## src/rtl/hex_scan_driver.sv

```systemverilog
// hex_scan_driver: four-digit multiplexed seven-segment scanner with a double-buffered load handshake.
// Ports:
//   clk, rst                 rising-edge clock, synchronous active-high reset
//   load, data, dp_in,       capture request and the payload it captures: four hex nibbles
//   blank_in                 (data[3:0] is digit 0), decimal points (1 = lit), forced blanks (1 = dark)
//   ready                    high when a load will be accepted
//   an[3:0]                  active-low digit enables, an[i] drives digit i
//   seg[7:0]                 active-low segments {dp,g,f,e,d,c,b,a}
//   frame_tick               one-cycle pulse at the end of each 4-digit frame
// Parameters: DWELL (1..2^20-1) drive cycles per digit, GAP (1..2^16-1) all-off cycles after each digit.
// Macro LEADING_ZERO_BLANK_EN: when defined, digits 3..1 go dark while they and every higher nibble are zero.
module hex_scan_driver #(
  parameter int DWELL = 50000,
  parameter int GAP = 500
) (
  input  logic        clk,
  input  logic        rst,
  input  logic        load,
  input  logic [15:0] data,
  input  logic [3:0]  dp_in,
  input  logic [3:0]  blank_in,
  output logic        ready,
  output logic [3:0]  an,
  output logic [7:0]  seg,
  output logic        frame_tick
);
  typedef enum logic {ST_DRIVE, ST_GAP} state_t;
  state_t st, st_n;
  logic [1:0] idx, idx_n;
  logic [19:0] cnt, cnt_n;
  logic [15:0] act_data, pend_data;
  logic [3:0] act_dp, act_bl, pend_dp, pend_bl, blk, nib;
  logic [6:0] font;
  logic last_drive, last_gap, frame_end, lit;
  always_ff @(posedge clk) begin
    if (rst) begin
      st <= ST_DRIVE;
      idx <= 2'd0;
      cnt <= 20'd0;
    end else begin
      st <= st_n;
      idx <= idx_n;
      cnt <= cnt_n;
    end
  end
  always_comb begin
    last_drive = cnt == 20'(DWELL - 1);
    last_gap = cnt == 20'(GAP - 1);
    frame_end = st == ST_GAP && last_gap && idx == 2'd3;
    st_n = st;
    idx_n = idx;
    cnt_n = cnt + 20'd1;
    if (st == ST_DRIVE && last_drive) begin
      st_n = ST_GAP;
      cnt_n = 20'd0;
    end else if (st == ST_GAP && last_gap) begin
      st_n = ST_DRIVE;
      idx_n = idx + 2'd1;
      cnt_n = 20'd0;
    end
  end
`ifdef LEADING_ZERO_BLANK_EN
  assign blk = act_bl | {act_data[15:12] == 4'h0, act_data[15:8] == 8'h0, act_data[15:4] == 12'h0, 1'b0};
`else
  assign blk = act_bl;
`endif
  assign nib = act_data[{idx, 2'b00} +: 4];
  assign lit = st == ST_DRIVE && !blk[idx];
  always_comb begin
    font = 7'h7F;
    case (nib)
      4'h0: font = 7'h40;
      4'h1: font = 7'h79;
      4'h2: font = 7'h24;
      4'h3: font = 7'h30;
      4'h4: font = 7'h19;
      4'h5: font = 7'h12;
      4'h6: font = 7'h02;
      4'h7: font = 7'h78;
      4'h8: font = 7'h00;
      4'h9: font = 7'h10;
      4'hA: font = 7'h08;
      4'hB: font = 7'h03;
      4'hC: font = 7'h46;
      4'hD: font = 7'h21;
      4'hE: font = 7'h06;
      4'hF: font = 7'h0E;
      default: font = 7'h7F;
    endcase
  end
  always_ff @(posedge clk) begin
    if (rst) begin
      an <= 4'hF;
      seg <= 8'hFF;
      ready <= 1'b1;
      frame_tick <= 1'b0;
      act_data <= 16'h0;
      act_dp <= 4'h0;
      act_bl <= 4'h0;
      pend_data <= 16'h0;
      pend_dp <= 4'h0;
      pend_bl <= 4'h0;
    end else begin
      an <= lit ? ~(4'b0001 << idx) : 4'hF;
      seg <= lit ? {~act_dp[idx], font} : 8'hFF;
      frame_tick <= frame_end;
      // ready stays low from capture until the cycle after the frame that swapped it in
      ready <= ready ? !load : frame_tick;
      if (load && ready) begin
        pend_data <= data;
        pend_dp <= dp_in;
        pend_bl <= blank_in;
      end
      // swap only data that was already pending before this edge, so a same-edge capture waits a frame
      if (frame_end && !ready) begin
        act_data <= pend_data;
        act_dp <= pend_dp;
        act_bl <= pend_bl;
      end
    end
  end
endmodule

```

## config.mk

```make
export PLATFORM = sky130hd
export DESIGN_NAME = hex_scan_driver
export DESIGN_NICKNAME = d
export VERILOG_FILES = /design/src/rtl/hex_scan_driver.sv
export SDC_FILE = /design/constraint.sdc
export NUM_CORES = 1
export LEC_CHECK = 0
export ABC_CLOCK_PERIOD_IN_PS = 1800
export CAP_MARGIN = 20
export CELL_PAD_IN_SITES_DETAIL_PLACEMENT = 1
export CELL_PAD_IN_SITES_GLOBAL_PLACEMENT = 2
export CORE_MARGIN = 3
export CORE_UTILIZATION = 30
export CTS_BUF_LIST = sky130_fd_sc_hd__clkbuf_16
export CTS_CLUSTER_SIZE = 20
export DETAILED_ROUTE_END_ITERATION = 12
export GPL_TIMING_DRIVEN = 0
export PLACE_DENSITY = 0.83
export SYNTH_ARGS = -nofsm -noshare
export SYNTH_HDL_FRONTEND = slang
export SYNTH_SLANG_ARGS = --single-unit
```

## constraint.sdc

```tcl
create_clock -name clk -period 1.8 [get_ports clk]
set_input_delay 0.36 -clock clk [delete_from_list [all_inputs] [get_ports clk]]
set_output_delay 0.36 -clock clk [all_outputs]
set_load 0.02 [all_outputs]
```

== Word-level counts from Yosys, hierarchy flattened ==
Memory sizes are Yosys's and may differ from the RTL's. A register that Yosys moved wholly into a read port is not among the register bits.
Index checks and enable logic that the tools add are counted.
Operators by class
  add/sub/neg operators: 2
  magnitude comparators: 1
  eq/ne operators: 3
  shift operators: 2
  multiplexer cells: 7
  bitwise logic cells: 5
  reductions and logical operators: 13
Operator list (count)
  $add A20 B1 Y20 const B: 1
  $eq A20 B16 Y1 const B: 1
  $eq A20 B9 Y1 const B: 1
  $shiftx A16 B5 Y4: 1
  $logic_and A1 B1 Y1: 6
  $mux W1: 5
  $bmux W1 S2: 2
  $not A1 Y1: 4
  $not A4 Y4: 1
  $shl A1 B2 Y4 const A: 1
  $logic_not A1 Y1: 3
  $lt A2 B3 Y1 const B: 1
  $reduce_or A3 Y1: 1
  $add A2 B1 Y2 const B: 1
  $eq A2 B2 Y1 const B: 1
  $reduce_and A2 Y1: 1
  $reduce_bool A2 Y1: 1
  $reduce_or A2 Y1: 1
Word-level totals
  register bits after elaboration: 85
  bits in read-only memories: 112
  input port bits: 27
  output and inout port bits: 14
  logic and storage cells: 47
  memories: 1
Memories
  (name not given): words 16, bits a word 7, rd ports 1, clocked after Yosys merged registers in 1, write ports 0, line 71  | case (nib)

== Depth between registers and ports, before layout ==
Gate-level depths: netlist of run 1.
  depth after elaboration: 6
  mapped depth: 8
  depth with buffers taken out: 7

== Least setup slack after synthesis of run 1 ==
Ideal clock, no wire load.
  kind: flip-flop to flip-flop
  start point: reg idx[0]
  end point: reg seg[5]
  library setup time: 0.142 ns
  arrival time: 1.738 ns
  data required time: 1.658 ns
  setup slack: -0.080 ns
  stages on the path, launching flop included: 7
  path buffers: 1
  clock period less this slack: 1.880 ns
  cell sequence: dfxtp_1 > buf_2 > mux4_2 > ha_1 > nor2b_1 > a21oi_1 > o221ai_1
Between the ends
  cells in the longest elaborated chain, start to end: 6
  elaborated cells on any way between the ends: 7
  classes of those cells: shift (1); mux (2); bitwise (1); reduce/logical (3)
Ends and longest elaborated chain
  start, declared: line 29  | logic [1:0] idx, idx_n;
  start signal, assigned: line 42  | idx <= idx_n;
  $bmux W1 S2: line 68  | assign lit = st == ST_DRIVE && !blk[idx];
  $mux W1 (not written as such): line 68
  $logic_not A1 Y1: line 68
  $logic_and A1 B1 Y1: line 68
  $not A1 Y1 (no line)
  $reduce_or A2 Y1 (no line)
  end, declared: line 24  | output logic [7:0] seg,
Parallel ways exist; a longest one is shown, timed or not. The select of a mux whose other input is x is not followed.
A chain may end at the register's enable or synchronous reset.

== Worst setup path after layout of run 1 ==
  start point: reg idx[0]
  end point: reg seg[3]
Same word-level chain as after synthesis.

==> impl_results.rst, run 1 <==
.. list-table::
   :header-rows: 1

   * - Metric
     - Value
   * - Clock period minus final worst setup slack
     - 1.92 ns
   * - Final estimated routing congestion in global placement
     - 0.793
   * - Crit path DAT
     - 2.20 ns
   * - Fin nets
     - 519
   * - Cell row count
     - 38
   * - Setup violation total in the final timing report
     - 40
   * - # port buffers
     - 40
   * - Horiz. Die Dim
     - 114 um
   * - Tcrit/Tclk final
     - 107%
   * - Combinational share of power
     - 6.3%
   * - Violations in the final reports
     - negative setup slack
   * - Most common cell after layout, fill and taps aside
     - sky130_fd_sc_hd__nand2_1
   * - Final std cell area, no fill
     - 5060 sq um
   * - Critical-path cell list
     - buf_6 -> mux4_2 -> inv_4 -> ha_4 -> inv_4 -> o211ai_1 -> o21ai_1 -> nand2_1
   * - DIE AREA
     - 12,900 sq um
   * - Max-slew headroom at the worst pin
     - 50.5%
   * - Total detailed-routing wirelength
     - 10,100 um
   * - Register area share after synthesis
     - 48.9%
   * - Via-to-Cell Ratio
     - 4.90
   * - EDFF count, synth
     - 0
   * - Cell depth of the worst setup path
     - 8
   * - Share of async-settable or async-resettable flops after synthesis
     - 0%
   * - Placement Setup Slack
     - -0.353 ns
   * - Most used cells in the layout excluding fill and tap cells
     - 96 x sky130_fd_sc_hd__nand2_1, 79 x sky130_fd_sc_hd__dfxtp_1, 39 x sky130_fd_sc_hd__clkdlybuf4s50_1, 34 x sky130_fd_sc_hd__a21oi_1, 27 x sky130_fd_sc_hd__nor2_1
   * - Starting Density
     - 31.4%
   * - Clk Tree Root Cell
     - sky130_fd_sc_hd__clkbuf_16
   * - Number of distinct library cells after synthesis
     - 38
   * - Number of antenna repair diodes
     - 0
   * - Skew-Pair Late Insertion Delay
     - 0.34 ns
   * - Clock Pin Slew Worst Setup and Hold Paths
     - 0.06 ns
   * - Maximum clock skew at final layout
     - 0.00802 ns
   * - Final global-route overflow total
     - 0
   * - Number of buffers and inverters on the critical path
     - 3
   * - IR Drop Worst-Case VDD
     - 0.421 mV
   * - Vias
     - 3,066
   * - Fmax achieved
     - 521 MHz
   * - Number of top-level design ports
     - 41
   * - Via count of the first global-routing pass
     - 3,122
   * - Number of cells on the worst reg-to-reg path
     - 8
   * - Area post-placement
     - 4060 sq um
   * - CTS sink cnt
     - 85
   * - Net switching fraction of the power
     - 22.7%
   * - Run status
     - complete, but fails checks
   * - Layout Area Growth over Synthesis
     - 45.5%
   * - Die height
     - 114 um
   * - Combined area of the multi-input logic cells
     - 2050 sq um
   * - Layout cells sized above 1
     - 26.7%
   * - Startpoint type of the worst setup path
     - flop
   * - Setup repair after global routing missed its margin
     - yes
   * - CP max-delay cell
     - sky130_fd_sc_hd__mux4_2
   * - Antenna violations before repair
     - 0
   * - Pleak
     - 1.73 nW
   * - Detail Route Antenna Nets
     - 0
   * - Cell mode on critical path
     - sky130_fd_sc_hd__inv_4
   * - Tightest Hold Check Type
     - flop to flop
   * - Total count of max-transition violations in the final report
     - 0
   * - Remaining design rule violation count
     - 0
   * - Number of detailed-route iterations in the first pass
     - 4
   * - Most instantiated flip-flop cell in the synthesis netlist
     - sky130_fd_sc_hd__dfxtp_1
   * - Slew at the pin closest to its max-slew limit
     - 0.743 ns
   * - # H-tree levels
     - 3
   * - Max incr delay on CP
     - 0.62 ns
   * - Worst Hold Path Cells
     - 2
   * - Gate family responsible for the most delay along the worst path
     - multiplexers
   * - Total area of sequential cells
     - 1710 sq um
   * - Average wire length per cell after detail routing
     - 16.2 um
   * - Deepest clock path buffer count
     - 2
   * - Core Area
     - 11,100 sq um
   * - Path type of the worst setup path
     - flop to flop
   * - Number of warnings printed during yosys synthesis
     - 0
   * - Post-detailed-placement half-perimeter wirelength
     - 6300 um
   * - Largest fanout on the critical path
     - 5
   * - Area of the mapped netlist
     - 3480 sq um
   * - Required @ worst endpoint
     - 2.08 ns
   * - Power density over cell area
     - 794 nW/um^2
   * - Power spent charging and discharging nets
     - 0.913 mW
   * - Clock tree from TritonCTS
     - yes
   * - Number of hold violations in the final report
     - 0
   * - Portion of total power attributed to sequential cells
     - 48.7%
   * - Setup slack after layout
     - -0.120 ns
   * - FF+latch count, synth
     - 85
   * - Number of violations reported at the end of detailed-routing iteration 0
     - 90
   * - Filler cells
     - 1,264
   * - GRT Util Overall
     - 15.1%
   * - First-pass GRT wire length
     - 15,300 um
   * - TritonCTS buffer count
     - 9
   * - Largest net degree at the start of global routing
     - 14
   * - Net count of the mapped netlist
     - 445
   * - Mean instance size in the synthesized netlist
     - 8.55 sq um
   * - Cell count after synthesis
     - 407
   * - P_int
     - 3.11 mW
   * - Clock power share
     - 45.0%
   * - Minimum hold slack
     - 0.457 ns
   * - Capturing element type of the critical path
     - flop
   * - Count of max-cap constraint violations
     - 0
==> cells by family after synthesis <==
group / Yosys count / synth area share (%)
fa+ha+maj: 11 / 3.95
buf+inv: 32 / 4.49
xor+xnor: 19 / 4.78
compound gates: 64 / 10.1
mux: 8 / 4.46
flops: 85 / 48.9
simple gates: 188 / 23.4
==> state kept, by name, summed over array words and instances, names as in the netlist, 2 cells and up <==
| register | cells |
|---|---|
| seg | 8 |
| act_bl | 4 |
| act_data | 16 |
| cnt | 20 |
| an | 4 |
| idx | 2 |
| pend_dp | 4 |
| pend_data | 16 |
| pend_bl | 4 |
| act_dp | 4 |
==> power groups by stage <==
stage | combinational, mW | sequential, mW | clock [mW]
global route | 0.280 | 1.97 | 1.94
global placement | 0.224 | 2.00 | 0
finish | 0.254 | 1.96 | 1.81
floorplan | 0.102 | 2.01 | 0
detailed placement | 0.229 | 2.00 | 0
CTS | 0.245 | 1.96 | 1.83
==> worst reg2reg max path, cell delays in order (launching register included) <==
cell and delay [ns]:
sky130_fd_sc_hd__dfxtp_2 0.34, sky130_fd_sc_hd__buf_6 0.14, sky130_fd_sc_hd__mux4_2 0.63, sky130_fd_sc_hd__inv_4 0.16, sky130_fd_sc_hd__ha_4 0.19, sky130_fd_sc_hd__inv_4 0.05, sky130_fd_sc_hd__o211ai_1 0.18, sky130_fd_sc_hd__o21ai_1 0.11
sky130_fd_sc_hd__nand2_1 0.06
==> cells in the mapped netlist (3+ instances only) <==
master	number	area, sq um
sky130_fd_sc_hd__nand2_1	115	432
sky130_fd_sc_hd__dfxtp_1	85	1700
sky130_fd_sc_hd__a21oi_1	51	255
sky130_fd_sc_hd__nor2_1	29	109
sky130_fd_sc_hd__clkbuf_1	12	45.0
sky130_fd_sc_hd__ha_1	11	138
sky130_fd_sc_hd__nand3_1	10	50.1
sky130_fd_sc_hd__xor2_1	10	87.6
sky130_fd_sc_hd__inv_1	9	33.8
sky130_fd_sc_hd__xnor2_1	9	78.8
sky130_fd_sc_hd__mux4_2	6	135
sky130_fd_sc_hd__nand4_1	6	37.5
sky130_fd_sc_hd__nor4_1	6	37.5
sky130_fd_sc_hd__buf_2	4	20.0
sky130_fd_sc_hd__buf_4	4	30.0
sky130_fd_sc_hd__nand2b_1	4	25.0
sky130_fd_sc_hd__nor3_1	4	20.0
sky130_fd_sc_hd__o211ai_1	3	22.5
sky130_fd_sc_hd__o21ai_0	3	15.0
sky130_fd_sc_hd__o221ai_1	3	26.3
==> layer usage <==
metal | GRT usage, % | share of wire [%] | wire [um] | vias to the layer above
met1 | 18.3 | 43 | 4360 | 1495
met2 | 26.3 | 52 | 5280 | 47
met4 | 5.05 | 1.6 | 160 | 0
met3 | 3.87 | 3.2 | 320 | 15
li1 | - | - | - | 1509
met5 | 0 | 0 | 0 | -
==> layout make-up <==
type	instances	area share, %
sequential	85	33.8
buffer	22	3.14
tap	140	3.46
clock buffer	9	4.45
inverter	9	0.815
timing repair buffer	64	12.6
clock inverter	7	1.19
multi-input combinational	290	40.5
==> through the flow <==
step	setup TNS [ns]	util, %	total power, mW	cells
3_5_place_dp	-17.67	36.7	2.23	587
5_1_grt	-6.02	45.7	4.18	626
2_1_floorplan	0	-	2.11	407
6_report	-2.50	45.7	4.02	626
3_3_place_gp	-12.75	36.7	2.22	587
4_1_cts	-1.25	42.6	4.04	618
==> worst paths after layout <==
kind / to / slack (ns) / start
setup / recovery: seg[3]$_SDFF_PP1_ / -0.12 / idx[0]$_SDFFE_PP0P_
hold / removal: act_dp[0]$_SDFFE_PP0P_ / 0.46 / act_dp[0]$_SDFFE_PP0P_
setup reg to reg: seg[3]$_SDFF_PP1_ / -0.12 / idx[0]$_SDFFE_PP0P_
hold reg to reg: act_dp[0]$_SDFFE_PP0P_ / 0.46 / act_dp[0]$_SDFFE_PP0P_
==> timing repair <==
item	in CTS	in global routing
pin swaps	16	15
hold buffers	0	0
gates resized for setup	63	65
setup endpoints to repair	58	50
buffers inserted	13	10
cloned	2	0
Note: power is estimated with default switching activity, not from simulation.
==> inputs of run 2 (changes only) <==
==> config.mk (replaced) <==
export PLATFORM = sky130hd
export DESIGN_NAME = hex_scan_driver
export DESIGN_NICKNAME = d
export VERILOG_FILES = /design/src/rtl/hex_scan_driver.sv
export SDC_FILE = /design/constraint.sdc
export NUM_CORES = 1
export LEC_CHECK = 0
export ABC_CLOCK_PERIOD_IN_PS = 2250
export CAP_MARGIN = 20
export CELL_PAD_IN_SITES_DETAIL_PLACEMENT = 1
export CELL_PAD_IN_SITES_GLOBAL_PLACEMENT = 2
export CORE_MARGIN = 3
export CORE_UTILIZATION = 36
export CTS_BUF_LIST = sky130_fd_sc_hd__clkbuf_16
export CTS_CLUSTER_SIZE = 20
export DETAILED_ROUTE_END_ITERATION = 12
export GPL_TIMING_DRIVEN = 0
export PLACE_DENSITY = 0.92
export SYNTH_ARGS = -nofsm -noshare
export SYNTH_HDL_FRONTEND = slang
export SYNTH_SLANG_ARGS = --single-unit
==> constraint.sdc (replaced) <==
create_clock -name clk -period 2.25 [get_ports clk]
set_input_delay 0.675 -clock clk [delete_from_list [all_inputs] [get_ports clk]]
set_output_delay 0.675 -clock clk [all_outputs]
set_load 0.02 [all_outputs]
==> run 2 against run 1 <==
Against the previous run: the run now ends clean; fmax fell by 9.7%; first-iteration DRC count is 5.6% lower; sequential power is 20% lower; total power is 17% lower; sequential share of layout area grew 4.9 points; register-to-register slack improved by 0.24 ns; non-clock buffer count is 22 lower; global-route usage up 1.5 points; clock power decreased by 11%; largest cell class is now registers; largest power group is now clock.
==> impl_results.rst, run 2 (synthesized netlist as in run 1, its figures left out) <==
.. list-table::
   :header-rows: 1

   * - Metric
     - Value
   * - Run status
     - completed
   * - IR Drop Worst-Case VDD
     - 0.395 mV
   * - Slew at the pin closest to its max-slew limit
     - 0.636 ns
   * - Fin nets
     - 497
   * - Antenna violations before repair
     - 0
   * - Placement Setup Slack
     - -0.145 ns
   * - Register with the most flip-flops
     - cnt
   * - Filler cells
     - 1,090
   * - Total detailed-routing wirelength
     - 8710 um
   * - Cell row count
     - 35
   * - Required @ worst endpoint
     - 2.43 ns
   * - Max-slew headroom at the worst pin
     - 57.2%
   * - Capturing element type of the critical path
     - flop
   * - Number of hold violations in the final report
     - 0
   * - # port buffers
     - 40
   * - Clock Pin Slew Worst Setup and Hold Paths
     - 0.07 ns
   * - First-pass GRT wire length
     - 14,800 um
   * - Layout Area Growth over Synthesis
     - 26.3%
   * - Die height
     - 104 um
   * - Largest fanout on the critical path
     - 8
   * - Number of violations reported at the end of detailed-routing iteration 0
     - 85
   * - Clk Tree Root Cell
     - sky130_fd_sc_hd__clkbuf_16
   * - Largest registers ranked by flip-flop count
     - cnt x20, act_data x16, pend_data x16
   * - Overall power of the completed layout
     - 3.36 mW
   * - Starting Density
     - 37.3%
   * - Number of flip-flops under the largest register name
     - 20
   * - Final global-route overflow total
     - 0
   * - Power density over cell area
     - 763 nW/um^2
   * - Tightest Hold Check Type
     - flop to flop
   * - Clock period minus final worst setup slack
     - 2.13 ns
   * - Deepest clock path buffer count
     - 2
   * - Setup violation total in the final timing report
     - 0
   * - Number of top-level design ports
     - 41
   * - GRT Util Overall
     - 16.7%
   * - TritonCTS buffer count
     - 9
   * - Remaining design rule violation count
     - 0
   * - Number of detailed-route iterations in the first pass
     - 4
   * - Setup slack after layout
     - 0.123 ns
   * - Average wire length per cell after detail routing
     - 14.7 um
   * - Pleak
     - 1.53 nW
   * - Horiz. Die Dim
     - 104 um
   * - Most common cell after layout, fill and taps aside
     - sky130_fd_sc_hd__nand2_1
   * - Count of max-cap constraint violations
     - 0
   * - Via-to-Cell Ratio
     - 4.91
   * - Number of antenna repair diodes
     - 0
   * - Setup TNS
     - 0 ns
   * - DIE AREA
     - 10,900 sq um
   * - Startpoint type of the worst setup path
     - flop
   * - Final estimated routing congestion in global placement
     - 0.808
   * - Critical path origin
     - idx[0]$_SDFFE_PP0P_
   * - CTS sink cnt
     - 85
   * - Most used cells in the layout excluding fill and tap cells
     - 115 x sky130_fd_sc_hd__nand2_1, 85 x sky130_fd_sc_hd__dfxtp_1, 51 x sky130_fd_sc_hd__a21oi_1, 40 x sky130_fd_sc_hd__clkdlybuf4s50_1, 28 x sky130_fd_sc_hd__nor2_1
   * - Minimum hold slack
     - 0.454 ns
   * - Maximum clock skew at final layout
     - 0.0119 ns
   * - Launch instance of the worst register-to-register path
     - idx[0]$_SDFFE_PP0P_
   * - Layout cells sized above 1
     - 8.62%
   * - Min-delay src
     - act_data[12]$_SDFFE_PP0P_
   * - # H-tree levels
     - 3
   * - # hold bufs at CTS
     - 0
   * - Skew-Pair Late Insertion Delay
     - 0.34 ns
   * - Via count of the first global-routing pass
     - 3,117
   * - Crit path DAT
     - 2.31 ns
   * - Post-detailed-placement half-perimeter wirelength
     - 6220 um
   * - Core Area
     - 9330 sq um
   * - Clock tree from TritonCTS
     - yes
   * - Largest net degree at the start of global routing
     - 17
   * - Vias
     - 2,914
   * - Tcrit/Tclk final
     - 94.5%
   * - Total count of max-transition violations in the final report
     - 0
   * - Path type of the worst setup path
     - flop to flop
   * - Fmax achieved
     - 470 MHz
   * - Detail Route Antenna Nets
     - 0
[run 2: worst paths after layout]
| path | endpoint | slack [ns] | cells after the start |
|---|---|---|---|
| hold / removal | act_data[12]$_SDFFE_PP0P_ | 0.45 | 2 |
| hold reg to reg | act_data[12]$_SDFFE_PP0P_ | 0.45 | 2 |
| setup / recovery | seg[5]$_SDFF_PP1_ | 0.12 | 6 |
| setup reg to reg | seg[5]$_SDFF_PP1_ | 0.12 | 6 |
[run 2: power by group]
group	switching, mW	internal [mW]
Sequential	0.0224	1.54
Clock	0.622	0.986
Combinational	0.0950	0.0877
Total	0.739	2.62
[run 2: timing repair]
item	in CTS	in global routing
gates resized for setup	0	6
setup endpoints to repair	0	22
setup buffers	0	1
[run 2: metal layers]
layer / share of wire (%) / track usage [%] / up-vias / wire length [um]
li1: - / - / 1460 / -
met1: 44 / 19.6 / 1401 / 3810
met2: 52 / 30.4 / 40 / 4530
met3: 2.8 / 3.41 / 13 / 245
met4: 1.4 / 4.84 / 0 / 126
met5: 0 / 0 / - / 0
[run 2: critical path: stages, from the launching register on]
cell                       delay, ns
sky130_fd_sc_hd__dfxtp_1        0.37
sky130_fd_sc_hd__clkbuf_4       0.26
sky130_fd_sc_hd__mux4_2         0.63
sky130_fd_sc_hd__ha_1           0.27
sky130_fd_sc_hd__nor2b_1        0.15
sky130_fd_sc_hd__a21oi_1        0.14
sky130_fd_sc_hd__o221ai_1       0.14
[run 2: layout make-up]
cell class | instances | area [sq um] | share of cell area, %
clock buffers | 9 | 225 | 5.12
clock inverters | 7 | 103 | 2.33
well taps | 129 | 161 | 3.67
inverters | 9 | 33.8 | 0.768
flip-flops and latches | 85 | 1700 | 38.7
repair buffers | 41 | 408 | 9.28
plain buffers | 23 | 126 | 2.87
multi-input cells | 290 | 1640 | 37.3
[run 2: through the flow]
stage	cell area (sq um)	cells	util (%)
6_report	4400	593	47.1
5_1_grt	4400	593	47.1
4_1_cts	4370	592	46.9
3_5_place_dp	4040	576	43.3
3_3_place_gp	4040	576	43.3
2_1_floorplan	3480	407	-
==> inputs of run 3 (changes only) <==
--- a/config.mk
+++ b/config.mk
@@ -5,17 +5,19 @@
 export SDC_FILE = /design/constraint.sdc
 export NUM_CORES = 1
 export LEC_CHECK = 0
+export ABC_AREA = 1
 export ABC_CLOCK_PERIOD_IN_PS = 2250
 export CAP_MARGIN = 20
 export CELL_PAD_IN_SITES_DETAIL_PLACEMENT = 1
 export CELL_PAD_IN_SITES_GLOBAL_PLACEMENT = 2
 export CORE_MARGIN = 3
-export CORE_UTILIZATION = 36
+export CORE_UTILIZATION = 34
 export CTS_BUF_LIST = sky130_fd_sc_hd__clkbuf_16
+export CTS_CLUSTER_DIAMETER = 50
 export CTS_CLUSTER_SIZE = 20
 export DETAILED_ROUTE_END_ITERATION = 12
 export GPL_TIMING_DRIVEN = 0
-export PLACE_DENSITY = 0.92
+export PLACE_DENSITY = 0.93
 export SYNTH_ARGS = -nofsm -noshare
 export SYNTH_HDL_FRONTEND = slang
 export SYNTH_SLANG_ARGS = --single-unit
==> run 3 against run 2 <==
Against the previous run: cell count up 24%; largest cell class is now multi-input gates; clock power down 12%; sequential cell count unchanged; first-iteration DRC count up 13%; wire length up 12%; total power down 4.7%; critical endpoint is now ready; die area up 14%.
==> impl_results.rst, run 3 <==
.. list-table::
   :header-rows: 1

   * - Metric
     - Value
   * - Buffer count from post-CTS setup fixing
     - 0
   * - Net count of the mapped netlist
     - 584
   * - TritonCTS buffer count
     - 9
   * - Cell taking the most area after synthesis
     - sky130_fd_sc_hd__dfxtp_1
   * - Number of hold violations in the final report
     - 0
   * - Met2 track utilization from global routing
     - 27.9%
   * - Final global-route overflow total
     - 0
   * - # port buffers
     - 40
   * - Count of max-cap constraint violations
     - 0
   * - Final design utilization
     - 43.8%
   * - Total detailed-routing wirelength
     - 9750 um
   * - Number of violations reported at the end of detailed-routing iteration 0
     - 96
   * - Core Area
     - 10,600 sq um
   * - Filler cells
     - 1,349
   * - Gate family responsible for the most delay along the worst path
     - buffers and inverters
   * - Area of the mapped netlist
     - 3770 sq um
   * - Slew at the pin closest to its max-slew limit
     - 0.513 ns
   * - Met3 global-route usage
     - 2.24%
   * - Most area-consuming cells after synthesis
     - sky130_fd_sc_hd__dfxtp_1 45%, sky130_fd_sc_hd__nor2_1 14%, sky130_fd_sc_hd__nand2_1 12%
   * - Via count of the first global-routing pass
     - 3,628
   * - EDFF count, synth
     - 0
   * - Vias
     - 3,429
   * - Path type of the worst setup path
     - flop to output port
   * - Number of distinct library cells after synthesis
     - 26
   * - Detail Route Antenna Nets
     - 0
   * - Tightest Hold Check Type
     - flop to flop
   * - Number of top-level design ports
     - 41
   * - IR Drop Worst-Case VDD
     - 0.450 mV
   * - Number of detailed-route iterations in the first pass
     - 4
   * - Critical-path cell list
     - clkdlybuf4s50_1
   * - Number of antenna repair diodes
     - 0
   * - Number of instances resized during post-cts repair
     - 0
   * - Register with the most flip-flops
     - cnt
   * - Cell count after synthesis
     - 546
   * - Antenna violations before repair
     - 0
   * - Required @ worst endpoint
     - 1.57 ns
   * - Cell row count
     - 37
   * - Clk Tree Root Cell
     - sky130_fd_sc_hd__clkbuf_16
   * - Largest fanout on the critical path
     - 4
   * - DIE AREA
     - 12,400 sq um
   * - Setup repair after global routing missed its margin
     - no
   * - Fin nets
     - 635
   * - Skew-Pair Late Insertion Delay
     - 0.33 ns
   * - FF+latch count, synth
     - 85
   * - Most used cells in the layout excluding fill and tap cells
     - 138 x sky130_fd_sc_hd__nor2_1, 123 x sky130_fd_sc_hd__nand2_1, 85 x sky130_fd_sc_hd__dfxtp_1, 62 x sky130_fd_sc_hd__inv_1, 41 x sky130_fd_sc_hd__o21ai_0
   * - Starting Density
     - 35.7%
   * - Setup TNS
     - 0 ns
   * - Most used standard cell by instance count after synthesis
     - sky130_fd_sc_hd__nor2_1
   * - CTS sink cnt
     - 85
   * - Layout Area Growth over Synthesis
     - 22.7%
   * - # H-tree levels
     - 3
   * - Number of buffers and inverters on the critical path
     - 1
   * - Layer with the highest usage
     - met2
   * - Via-to-Cell Ratio
     - 4.65
   * - Largest registers ranked by flip-flop count
     - cnt x20, act_data x16, pend_data x16
   * - Total count of max-transition violations in the final report
     - 0
   * - First-pass GRT wire length
     - 16,900 um
   * - Post-detailed-placement half-perimeter wirelength
     - 7300 um
   * - Register area share after synthesis
     - 45.2%
   * - Crit path DAT
     - 1.37 ns
   * - Horiz. Die Dim
     - 111 um
   * - Deepest clock path buffer count
     - 2
   * - Final estimated routing congestion in global placement
     - 0.825
   * - Layout cells sized above 1
     - 5.15%
   * - Clock tree from TritonCTS
     - yes
   * - Remaining design rule violation count
     - 0
   * - Capturing element type of the critical path
     - output port
   * - Mean instance size in the synthesized netlist
     - 6.90 sq um
   * - Tcrit/Tclk final
     - 90.8%
   * - Maximum clock skew at final layout
     - 0.00555 ns
   * - Largest net degree at the start of global routing
     - 14
   * - List of most frequent post-synthesis cells
     - 138 x sky130_fd_sc_hd__nor2_1, 124 x sky130_fd_sc_hd__nand2_1, 85 x sky130_fd_sc_hd__dfxtp_1
   * - Fmax achieved
     - 489 MHz
   * - Max incr delay on CP
     - 0.64 ns
   * - Pleak
     - 2.08 nW
   * - GRT Util Overall
     - 16.5%
   * - Startpoint type of the worst setup path
     - flop
   * - Average wire length per cell after detail routing
     - 13.2 um
   * - CP max-delay cell
     - sky130_fd_sc_hd__clkdlybuf4s50_1
   * - Max-slew headroom at the worst pin
     - 65.8%
   * - Die height
     - 111 um
   * - Number of warnings printed during yosys synthesis
     - 0
   * - Number of flip-flops under the largest register name
     - 20
   * - Run status
     - completed
   * - Most common cell after layout, fill and taps aside
     - sky130_fd_sc_hd__nor2_1
   * - Clock period minus final worst setup slack
     - 2.04 ns
   * - Share of async-settable or async-resettable flops after synthesis
     - 0%
   * - Clock Pin Slew Worst Setup and Hold Paths
     - 0.06 ns
   * - Yosys top cell area share
     - 45.2%
   * - Met1 usage in global routing
     - 21.5%
   * - Setup violation total in the final timing report
     - 0
   * - # hold bufs at CTS
     - 0
   * - Power density over cell area
     - 691 nW/um^2
   * - Most instantiated flip-flop cell in the synthesis netlist
     - sky130_fd_sc_hd__dfxtp_1
==> run 3: changes by cell type in the layout (fill, tap and decap cells not counted), moves of 6 or more <==
cell,previous run,this run
sky130_fd_sc_hd__nand2_1,115,123
sky130_fd_sc_hd__a21oi_1,51,10
sky130_fd_sc_hd__nor3_1,4,10
sky130_fd_sc_hd__nor2_1,28,138
sky130_fd_sc_hd__mux4_2,6,0
sky130_fd_sc_hd__o21ai_0,3,41
sky130_fd_sc_hd__nand3_1,10,24
sky130_fd_sc_hd__inv_1,9,62
sky130_fd_sc_hd__xnor2_1,9,0
==> run 3: per-stage QoR <==
stage                     instances  hold WS, ns  area [sq um]  worst slack, ns  power, mW
after floorplan                 546        0.417          3770            0.600       1.71
after detailed placement        722        0.458          4340           0.0401       1.81
after global placement          722        0.427          4340           0.0836       1.80
after global routing            738        0.494          4620           0.0373       3.34
after CTS                       738        0.467          4620            0.130       3.25
final                           738        0.455          4620            0.206       3.20
==> run 3: path summary, 6_finish.rpt <==
check | cells after the start | from | end | slack, ns
worst max register to register | 11 | idx[0]$_SDFFE_PP0P_ | seg[0]$_SDFF_PP1_ | 0.23
worst min register to register | 1 | cnt[0]$_SDFF_PP0_ | cnt[0]$_SDFF_PP0_ | 0.46
worst max-delay path | 1 | ready$_SDFF_PP1_ | ready | 0.21
worst min-delay path | 1 | cnt[0]$_SDFF_PP0_ | cnt[0]$_SDFF_PP0_ | 0.46
==> run 3: layer usage <==
layer | wire length, um | vias up | part of all wire [%]
met1 | 4750 | 1575 | 49
met3 | 357 | 13 | 3.7
met5 | 0 | - | 0
met2 | 4480 | 54 | 46
li1 | - | 1787 | -
met4 | 157 | 0 | 1.6
==> run 3: cell families after synthesis <==
logic type      after synthesis  share of synthesized area [%]
compound gates               55                           7.57
xor+xnor                      6                           1.39
fa+ha+maj                    11                           3.65
buf+inv                      80                           8.93
flops                        85                           45.2
simple gates                309                           33.3
==> run 3: power breakdown <==
group | leakage [nW] | total, mW | switching (mW) | internal [mW]
Combinational | 1.25 | 0.196 | 0.105 | 0.0908
Clock | 0.139 | 1.42 | 0.579 | 0.842
Sequential | 0.694 | 1.58 | 0.0262 | 1.55
==> run 3: area by class of cell <==
class	instances	area, sq um	share of cell area, %
Sequential cell	85	1700	36.8
Multi-Input combinational cell	381	1730	37.5
Timing Repair Buffer	40	400	8.66
Clock buffer	9	225	4.87
Clock inverter	7	57.6	1.24
Buffer	18	104	2.25
Inverter	62	233	5.03
Tap cell	136	170	3.68
